===== src/rtl/divider_iter_pkg.sv =====
// Shared constants for the iterative divider: op encodings, FSM state codes
// and small op-decode helpers.
package divider_iter_pkg;

  localparam logic [1:0] DIV_DIV  = 2'd0;
  localparam logic [1:0] DIV_DIVU = 2'd1;
  localparam logic [1:0] DIV_REM  = 2'd2;
  localparam logic [1:0] DIV_REMU = 2'd3;

  localparam logic [1:0] ST_IDLE = 2'd0;
  localparam logic [1:0] ST_CALC = 2'd1;
  localparam logic [1:0] ST_DONE = 2'd2;

  function automatic logic op_is_signed(input logic [1:0] op);
    return (op == DIV_DIV) || (op == DIV_REM);
  endfunction

  function automatic logic op_is_rem(input logic [1:0] op);
    return (op == DIV_REM) || (op == DIV_REMU);
  endfunction

endpackage


===== src/rtl/divider_iter.sv =====
// Iterative restoring divider for DIV/DIVU/REM/REMU: one quotient bit per
// cycle, with divide-by-zero and signed overflow resolved at accept.
module divider_iter
  import divider_iter_pkg::*;
#(
  parameter int WIDTH = 32
) (
  input  logic             clk,
  input  logic             nrst,
  input  logic             div_valid,
  input  logic [1:0]       div_op,
  input  logic [WIDTH-1:0] dividend,
  input  logic [WIDTH-1:0] divisor,
  input  logic             flush,
  output logic             div_busy,
  output logic             div_done,
  output logic [WIDTH-1:0] div_result
);

  localparam int               CNT_W    = $clog2(WIDTH);
  localparam logic [WIDTH-1:0] MIN_NEG  = {1'b1, {(WIDTH-1){1'b0}}};
  localparam logic [WIDTH-1:0] ALL_ONES = {WIDTH{1'b1}};
  localparam logic [WIDTH-1:0] ONE      = {{(WIDTH-1){1'b0}}, 1'b1};
  localparam logic [WIDTH-1:0] ZERO     = {WIDTH{1'b0}};

  logic [1:0]       r_state;
  logic [CNT_W-1:0] r_cnt;
  logic [WIDTH-1:0] r_quo;
  logic [WIDTH-1:0] r_rem;
  logic [WIDTH-1:0] r_dvsr;
  logic             r_neg_q;
  logic             r_neg_r;
  logic [1:0]       r_op;

  logic             w_signed;
  logic             w_a_neg;
  logic             w_b_neg;
  logic [WIDTH-1:0] w_abs_a;
  logic [WIDTH-1:0] w_abs_b;
  logic             w_div0;
  logic             w_ovf;
  logic             w_accept;
  logic [WIDTH:0]   w_sh;
  logic [WIDTH:0]   w_diff;
  logic             w_ge;
  logic [WIDTH-1:0] w_step_rem;
  logic [WIDTH-1:0] w_step_quo;
  logic [WIDTH-1:0] w_raw;
  logic             w_neg;

  assign w_signed = op_is_signed(div_op);
  assign w_a_neg  = w_signed & dividend[WIDTH-1];
  assign w_b_neg  = w_signed & divisor[WIDTH-1];
  assign w_abs_a  = w_a_neg ? (~dividend + ONE) : dividend;
  assign w_abs_b  = w_b_neg ? (~divisor + ONE) : divisor;
  assign w_div0   = (divisor == ZERO);
  assign w_ovf    = w_signed && (dividend == MIN_NEG) && (divisor == ALL_ONES);
  assign w_accept = (r_state == ST_IDLE) && div_valid && !flush;

  // Restoring step: the borrow out of the (WIDTH+1)-bit subtract is the compare.
  assign w_sh       = {r_rem, r_quo[WIDTH-1]};
  assign w_diff     = w_sh - {1'b0, r_dvsr};
  assign w_ge       = ~w_diff[WIDTH];
  assign w_step_rem = w_ge ? w_diff[WIDTH-1:0] : w_sh[WIDTH-1:0];
  assign w_step_quo = {r_quo[WIDTH-2:0], w_ge};

  // Result is decoded from held state only, so it stays put until the next accept.
  assign w_raw      = op_is_rem(r_op) ? r_rem : r_quo;
  assign w_neg      = op_is_rem(r_op) ? r_neg_r : r_neg_q;
  assign div_result = w_neg ? (~w_raw + ONE) : w_raw;
  assign div_busy   = (r_state == ST_CALC);
  assign div_done   = (r_state == ST_DONE) && !flush;

  // FSM, iteration counter and datapath registers.
  always_ff @(posedge clk or negedge nrst) begin
    if (!nrst) begin
      r_state <= ST_IDLE;
      r_cnt   <= '0;
      r_quo   <= '0;
      r_rem   <= '0;
      r_dvsr  <= '0;
      r_neg_q <= 1'b0;
      r_neg_r <= 1'b0;
      r_op    <= 2'd0;
    end else begin
      case (r_state)
        ST_IDLE: begin
          if (w_accept) begin
            r_op   <= div_op;
            r_dvsr <= w_abs_b;
            if (w_div0) begin
              r_quo   <= ALL_ONES;
              r_rem   <= dividend;
              r_neg_q <= 1'b0;
              r_neg_r <= 1'b0;
              r_state <= ST_DONE;
            end else if (w_ovf) begin
              r_quo   <= MIN_NEG;
              r_rem   <= ZERO;
              r_neg_q <= 1'b0;
              r_neg_r <= 1'b0;
              r_state <= ST_DONE;
            end else begin
              r_quo   <= w_abs_a;
              r_rem   <= ZERO;
              r_neg_q <= w_a_neg ^ w_b_neg;
              r_neg_r <= w_a_neg;
              r_cnt   <= CNT_W'(WIDTH - 1);
              r_state <= ST_CALC;
            end
          end
        end
        ST_CALC: begin
          if (flush) begin
            r_state <= ST_IDLE;
          end else begin
            r_quo <= w_step_quo;
            r_rem <= w_step_rem;
            r_cnt <= r_cnt - CNT_W'(1);
            if (r_cnt == '0) begin
              r_state <= ST_DONE;
            end
          end
        end
        ST_DONE: r_state <= ST_IDLE;
        default: r_state <= ST_IDLE;
      endcase
    end
  end

endmodule


===== config.mk =====
export PLATFORM = sky130hd
export DESIGN_NAME = divider_iter
export DESIGN_NICKNAME = d
export VERILOG_FILES = /design/src/rtl/divider_iter_pkg.sv /design/src/rtl/divider_iter.sv
export SDC_FILE = /design/constraint.sdc
export NUM_CORES = 1
export LEC_CHECK = 0
export CAP_MARGIN = 20
export CORE_MARGIN = 4
export CORE_UTILIZATION = 35
export DETAILED_ROUTE_END_ITERATION = 6
export GPL_TIMING_DRIVEN = 0
export PLACE_DENSITY = 0.58
export SYNTH_ARGS = -nofsm -noshare
export SYNTH_HDL_FRONTEND = slang
export SYNTH_SLANG_ARGS = --single-unit

===== constraint.sdc =====
create_clock -name clk -period 14.55 [get_ports clk]
set_clock_uncertainty 0.2 [all_clocks]
set_input_delay 2.91 -clock clk [delete_from_list [all_inputs] [get_ports clk]]
set_output_delay 2.91 -clock clk [all_outputs]
set_load 0.005 [all_outputs]

==> results.sh, run 1 <==
export IMPL_outcome="finished, final reports clean"
export IMPL_dieArea_um2=29600
export IMPL_leading_cell_type_in_the_layout_fill_and_taps_excluded="a21oi_1"
export IMPL_antenna_found_initial=0
export IMPL_synth_xor_area_share_pct=10.5
export IMPL_synth_async_sr_flop_share_pct=100
export IMPL_die_w_um=172
export IMPL_clock_tree_buffer_depth=2
export IMPL_post_route_drc_count=0
export IMPL_htree_num_levels=3
export IMPL_routed_via_count=9430
export IMPL_cts_hold_buf=0
export IMPL_setup_repair_after_global_routing_missed_its_margin="false"
export IMPL_overflow=0
export IMPL_synth_net_count=1337
export IMPL_max_cap_viols=0
export IMPL_ys_flop_type="dfrtp_1"
export IMPL_area_growth_syn_to_layout_pct=18.9
export IMPL_first_global_vias=9176
export IMPL_ff2ff_setup_slack_ns=10.23
export IMPL_worstMarginPinSlew_ns=0.990
export IMPL_irDropWorstVdd_v=0.0000759
export IMPL_synth_compound_area_share_pct=25.5
export IMPL_cts_sinks=106
export IMPL_global_route_usage_total_pct=21.9
export IMPL_syn_area_um2=9420
export IMPL_route_detailed_vias_per_inst=5.60
export IMPL_cp_data_arrival_time_ns=5.44
export IMPL_syn_instance_count=1228
export IMPL_ys_warnings_count=0
export IMPL_sequentialPowerShare_pct=21.1
export IMPL_critical_path_peak_fanout=10
export IMPL_core_rowCount=59
export IMPL_cts_bufs_inserted=9
export IMPL_post_cts_resized=0
export IMPL_power_share_clock_pct=8.7
export IMPL_highest_clock_frequency_the_design_can_meet_mhz=117
export IMPL_critical_path_endpoint_type="output pin"
export IMPL_cts_root_buffer_cell="clkbuf_16"
export IMPL_worstSkewPairLatency_ns=0.37
export IMPL_p_sw_share_pct=50.0
export IMPL_drive_above_1_share_pct=4.01
export IMPL_total_leakage_power_nw=4.41
export IMPL_clk_pin_slew_ns=0.08
export IMPL_drt_antenna_violating_nets=0
export IMPL_initial_utilization_pct=35.8
export IMPL_synth_edf_count=0
export IMPL_yosys_area_share_adder_pct=5.26
export IMPL_synth_cell_types=67
export IMPL_hp_class="flip-flop to flip-flop"
export IMPL_postSynthRegisterBits=106
export IMPL_filler_cell_count=2735
export IMPL_antennaDiodeCount=0
export IMPL_yosys_area_share_simple_pct=20.3
export IMPL_detail_route_wirelength_um=32600
export IMPL_largest_family_of_logic_cells_by_synthesized_area="compound AO/OA/AOI/OAI gates"
export IMPL_number_of_search_and_repair_iterations_in_the_first_detailed_routing_pass=5
export IMPL_cell_internal_power_dissipation_mw=1.50
export IMPL_finalSetupViolations=0
export IMPL_finalHoldWorstSlack_ns=0.279
export IMPL_grt_max_degree=69
export IMPL_number_of_failing_hold_endpoints_at_the_final_stage=0
export IMPL_yosys_mux_area_fraction_pct=5.14
export IMPL_synth_seq_area_share_pct=28.2
export IMPL_finalSetupTns_ns=0
export IMPL_core_region_area_um2=26300
export IMPL_syn_avg_cell_area_um2=7.67
export IMPL_first_iter_violations=750
export IMPL_die_h_um=172
export IMPL_boundaryPins=104
export IMPL_cp_data_required_time_ns=11.44
export IMPL_post_detailed_placement_half_perimeter_wirelength_um=26600
export IMPL_timing_slew_headroom_pct=33.4
export IMPL_finalWeightedCongestion=0.928
export IMPL_worst_setup_path_type="flip-flop to output pin"
export IMPL_power_frac_comb_pct=70.2
export IMPL_finalNetCount=1452
export IMPL_final_period_utilization_pct=58.8
export IMPL_layout_cells_most_common_list="161 x a21oi_1, 121 x nor2_1, 107 x o21ai_0, 106 x dfrtp_1, 101 x clkdlybuf4s50_1"
export IMPL_placement_io_buffers=102
export IMPL_post_cts_repair_setup_buffers=0
export IMPL_power_density_nw_per_um2=268
export IMPL_grt_pass1_wl_um=50800
export IMPL_drv_slew=0
export IMPL_post_drt_wl_per_cell_um=19.4
export IMPL_tritoncts="yes"
export IMPL_critPathLaunchType="flip-flop"
export IMPL_power_switching_mw=1.50
export IMPL_period_minus_slack_ns=8.55
-- worst paths after layout --
path	end	cells after the start	startpoint
setup / recovery	div_result[30]	16	r_op[1]
hold / removal	r_dvsr[24]	2	r_dvsr[24]
setup reg to reg	r_rem[19]	12	r_quo[31]
hold reg to reg	r_dvsr[24]	2	r_dvsr[24]
max in group asynchronous	r_quo[21]	2	nrst
min in group asynchronous	r_cnt[4]	1	nrst
-- area by class of cell --
type | count | area (um2) | area share [%]
plain buffers | 68 | 282 | 2.51
clock buffers | 10 | 229 | 2.04
clock inverters | 6 | 72.6 | 0.648
inverters | 52 | 195 | 1.74
multi-input cells | 1002 | 6290 | 56.2
flip-flops and latches | 106 | 2650 | 23.7
well taps | 335 | 419 | 3.74
repair buffers | 104 | 1050 | 9.41
-- stage by stage --
| step | instance area, um2 | std cells | total power, mW | setup slack (ns) | util (%) |
|---|---|---|---|---|---|
| after floorplan | 9420 | 1228 | 1.99 | 7.76 | - |
| after global placement | 10900 | 1665 | 2.69 | 6.05 | 41.3 |
| after detailed placement | 10900 | 1667 | 2.72 | 6.37 | 41.5 |
| after CTS | 11200 | 1683 | 2.99 | 5.95 | 42.6 |
| after global routing | 11200 | 1683 | 3.27 | 5.65 | 42.6 |
| final | 11200 | 1683 | 3.00 | 6.00 | 42.6 |
-- power groups by stage --
stage | Sequential (mW) | Combinational (mW) | Clock, mW
2_1_floorplan | 0.544 | 1.44 | 0
3_3_place_gp | 0.626 | 2.07 | 0
3_5_place_dp | 0.632 | 2.09 | 0
4_1_cts | 0.626 | 2.10 | 0.264
5_1_grt | 0.653 | 2.34 | 0.273
6_report | 0.634 | 2.11 | 0.260
-- worst max-delay path, cell delays in order (launching register included) --
cell	delay, ns
dfrtp_1	0.36
buf_2	0.23
buf_2	0.26
buf_2	0.27
buf_2	0.31
buf_2	0.38
mux2i_1	0.27
ha_1	0.22
o221ai_1	0.22
nor4_1	0.54
o21ai_0	0.28
or4_1	0.61
nand2b_1	0.19
nor2_1	0.13
a21oi_1	0.09
xnor2_1	0.17
clkdlybuf4s50_1	0.52
-- registers in the layout, summed over array words and instances (netlist names) --
signal   count
r_cnt        5
r_dvsr      32
r_neg_q      1
r_neg_r      1
r_op         1
r_quo       32
r_rem       32
r_state      2
-- cells by family after synthesis --
group           after synthesis
compound gates              407
xor+xnor                    113
fa+ha+maj                    39
buf+inv                     120
flops                       106
mux                          48
simple gates                395
-- metal layers --
layer	GRT usage, %	wire (um)
met1	30.7	14800
met2	35.1	14500
met3	2.54	2330
met4	8.00	1000
met5	0	0
-- synthesized netlist by cell type, drive strengths merged, types with 17 or more instances --
library cell	count	area, um2
o21a	18	135
o22ai	17	113
nand3	23	115
ha	38	475
a21oi	161	806
o21ai	109	546
xor2	55	482
inv	52	195
mux2i	45	450
clkbuf	47	176
nor3	51	255
dfrtp	106	2650
buf	21	105
nor2	124	478
xnor2	58	508
nand2	99	374
Power figures use the tool's default switching activity.
==> run 2: changes to the inputs <==
--- a/config.mk
+++ b/config.mk
@@ -10,7 +10,7 @@
 export CORE_UTILIZATION = 35
 export DETAILED_ROUTE_END_ITERATION = 6
 export GPL_TIMING_DRIVEN = 0
-export PLACE_DENSITY = 0.58
+export PLACE_DENSITY = 0.6
 export SYNTH_ARGS = -nofsm -noshare
 export SYNTH_HDL_FRONTEND = slang
 export SYNTH_SLANG_ARGS = --single-unit
==> constraint.sdc (replaced) <==
create_clock -name clk -period 7.2 [get_ports clk]
set_clock_uncertainty 0.2 [all_clocks]
set_input_delay 1.44 -clock clk [delete_from_list [all_inputs] [get_ports clk]]
set_output_delay 1.44 -clock clk [all_outputs]
set_load 0.005 [all_outputs]
==> results.sh, run 2 (synthesized netlist as in run 1, its figures left out) <==
export IMPL_global_route_usage_total_pct=22.0
export IMPL_cts_hold_buf=0
export IMPL_layout_cells_most_common_list="161 x a21oi_1, 121 x nor2_1, 107 x o21ai_0, 106 x dfrtp_1, 101 x clkdlybuf4s50_1"
export IMPL_htree_num_levels=3
export IMPL_cts_sinks=106
export IMPL_critical_path_peak_fanout=10
export IMPL_cp_data_required_time_ns=5.56
export IMPL_cp_buffers_inverters=6
export IMPL_tritoncts="yes"
export IMPL_timing_slew_headroom_pct=25.4
export IMPL_clock_tree_buffer_depth=2
export IMPL_critPathMaxStageDelay_ns=0.60
export IMPL_cts_root_buffer_cell="clkbuf_16"
export IMPL_first_iter_violations=835
export IMPL_drive_above_1_share_pct=4.08
export IMPL_critical_path_endpoint_type="output pin"
export IMPL_outcome="finished, final reports clean"
export IMPL_critPathLaunchType="flip-flop"
export IMPL_finalNetCount=1452
export IMPL_cts_bufs_inserted=9
export IMPL_first_global_vias=9032
export IMPL_period_minus_slack_ns=6.79
export IMPL_number_of_failing_hold_endpoints_at_the_final_stage=0
export IMPL_setup_repair_after_global_routing_missed_its_margin="false"
export IMPL_overflow=0
export IMPL_irDropWorstVdd_v=0.000163
export IMPL_worst_setup_path_type="flip-flop to output pin"
export IMPL_detail_route_wirelength_um=32700
export IMPL_post_layout_instance_count_excluding_filler_cells=1683
export IMPL_report_power_total_mw=6.07
export IMPL_total_leakage_power_nw=4.41
export IMPL_boundaryPins=104
export IMPL_worstMarginPinSlew_ns=1.11
export IMPL_routed_via_count=9416
export IMPL_area_growth_syn_to_layout_pct=19.0
export IMPL_power_density_nw_per_um2=542
export IMPL_core_rowCount=59
export IMPL_timing_critical_path_cells="buf_2, buf_2, buf_2, buf_2, clkbuf_4, mux2i_1, ha_1, o221ai_1, nor4_2, o21ai_0, or4_1, nand2b_1, nor2_1, a21oi_1, xnor2_1, clkdlybuf4s50_1"
export IMPL_post_detailed_placement_half_perimeter_wirelength_um=26300
export IMPL_post_route_drc_count=0
export IMPL_finalSetupViolations=0
export IMPL_die_w_um=172
export IMPL_drv_slew=0
export IMPL_cp_data_arrival_time_ns=5.15
export IMPL_layout_top_registers="r_dvsr (32), r_quo (32), r_rem (32)"
export IMPL_critical_path_most_common_cell="buf_2"
export IMPL_filler_cell_count=2748
export IMPL_highest_clock_frequency_the_design_can_meet_mhz=147
export IMPL_hp_class="flip-flop to flip-flop"
export IMPL_initial_utilization_pct=35.8
export IMPL_final_period_utilization_pct=94.3
export IMPL_cpMaxStageDelayCell="or4_1"
export IMPL_critical_path_top_delay_family="buffers and inverters"
export IMPL_post_cts_resized=0
export IMPL_grt_pass1_wl_um=50900
export IMPL_post_cts_repair_setup_buffers=0
export IMPL_numPlacedInstances=1667
export IMPL_antennaDiodeCount=0
export IMPL_route_detailed_vias_per_inst=5.59
export IMPL_post_drt_wl_per_cell_um=19.4
export IMPL_grt_max_degree=70
export IMPL_max_cap_viols=0
export IMPL_finalWeightedCongestion=0.931
export IMPL_finalHoldWorstSlack_ns=0.278
export IMPL_antenna_found_initial=0
export IMPL_placement_io_buffers=102
export IMPL_number_of_search_and_repair_iterations_in_the_first_detailed_routing_pass=5
export IMPL_die_h_um=172
export IMPL_drt_antenna_violating_nets=0
export IMPL_worstSkewPairLatency_ns=0.37
export IMPL_final_util_pct=42.6
export IMPL_core_region_area_um2=26300
export IMPL_clk_pin_slew_ns=0.08
export IMPL_dieArea_um2=29600
export IMPL_finalSetupTns_ns=0
export IMPL_leading_cell_type_in_the_layout_fill_and_taps_excluded="a21oi_1"
run 2: cell count changes in the layout (fill, tap and decap cells not counted), sizes merged:
cell    before  now
clkbuf      57   59
buf         24   23
clkinv       2    1
run 2: per-stage QoR:
stage	setup WS (ns)	cell area [um2]
floorplan	1.88	9420
global placement	0.231	10900
detailed placement	0.419	10900
CTS	0.00401	11200
global route	0.107	11200
finish	0.414	11200
run 2: tightest hold or removal path: stages (launching register included):
cell and delay (ns):
dfrtp_1 0.34, nand2_1 0.04, o21ai_0 0.06
run 2: metal layers:
metal	global-route usage (%)	up-vias	share of wire [%]
li1	-	4662	-
met1	31.3	4329	47
met2	34.8	360	44
met3	2.22	65	6.0
met4	7.86	0	3.4
met5	0	-	0
run 2: path summary, 6_finish.rpt:
check	depth (start not counted)	from	slack, ns	end
max in group asynchronous	2	nrst	5.24	r_quo[30]
min in group asynchronous	1	nrst	0.84	r_cnt[3]
max reg2reg	12	r_quo[31]	2.93	r_rem[19]
max	16	r_op[1]	0.41	div_result[28]
min reg2reg	2	r_dvsr[25]	0.28	r_dvsr[25]
min	2	r_dvsr[25]	0.28	r_dvsr[25]
run 2: final cells by class:
class                           count  area (um2)  area share (%)
Multi-Input combinational cell   1002        6300            56.2
Sequential cell                   106        2650            23.7
Timing Repair Buffer              104        1050            9.40
Tap cell                          335         419            3.74
Buffer                             68         284            2.53
Clock buffer                       11         243            2.17
Inverter                           52         195            1.74
Clock inverter                      5        60.1           0.536
run 2: power by group:
part | switching, mW | internal (mW)
Sequential | 0.407 | 0.879
Combinational | 2.38 | 1.88
Clock | 0.248 | 0.282
Total | 3.04 | 3.04
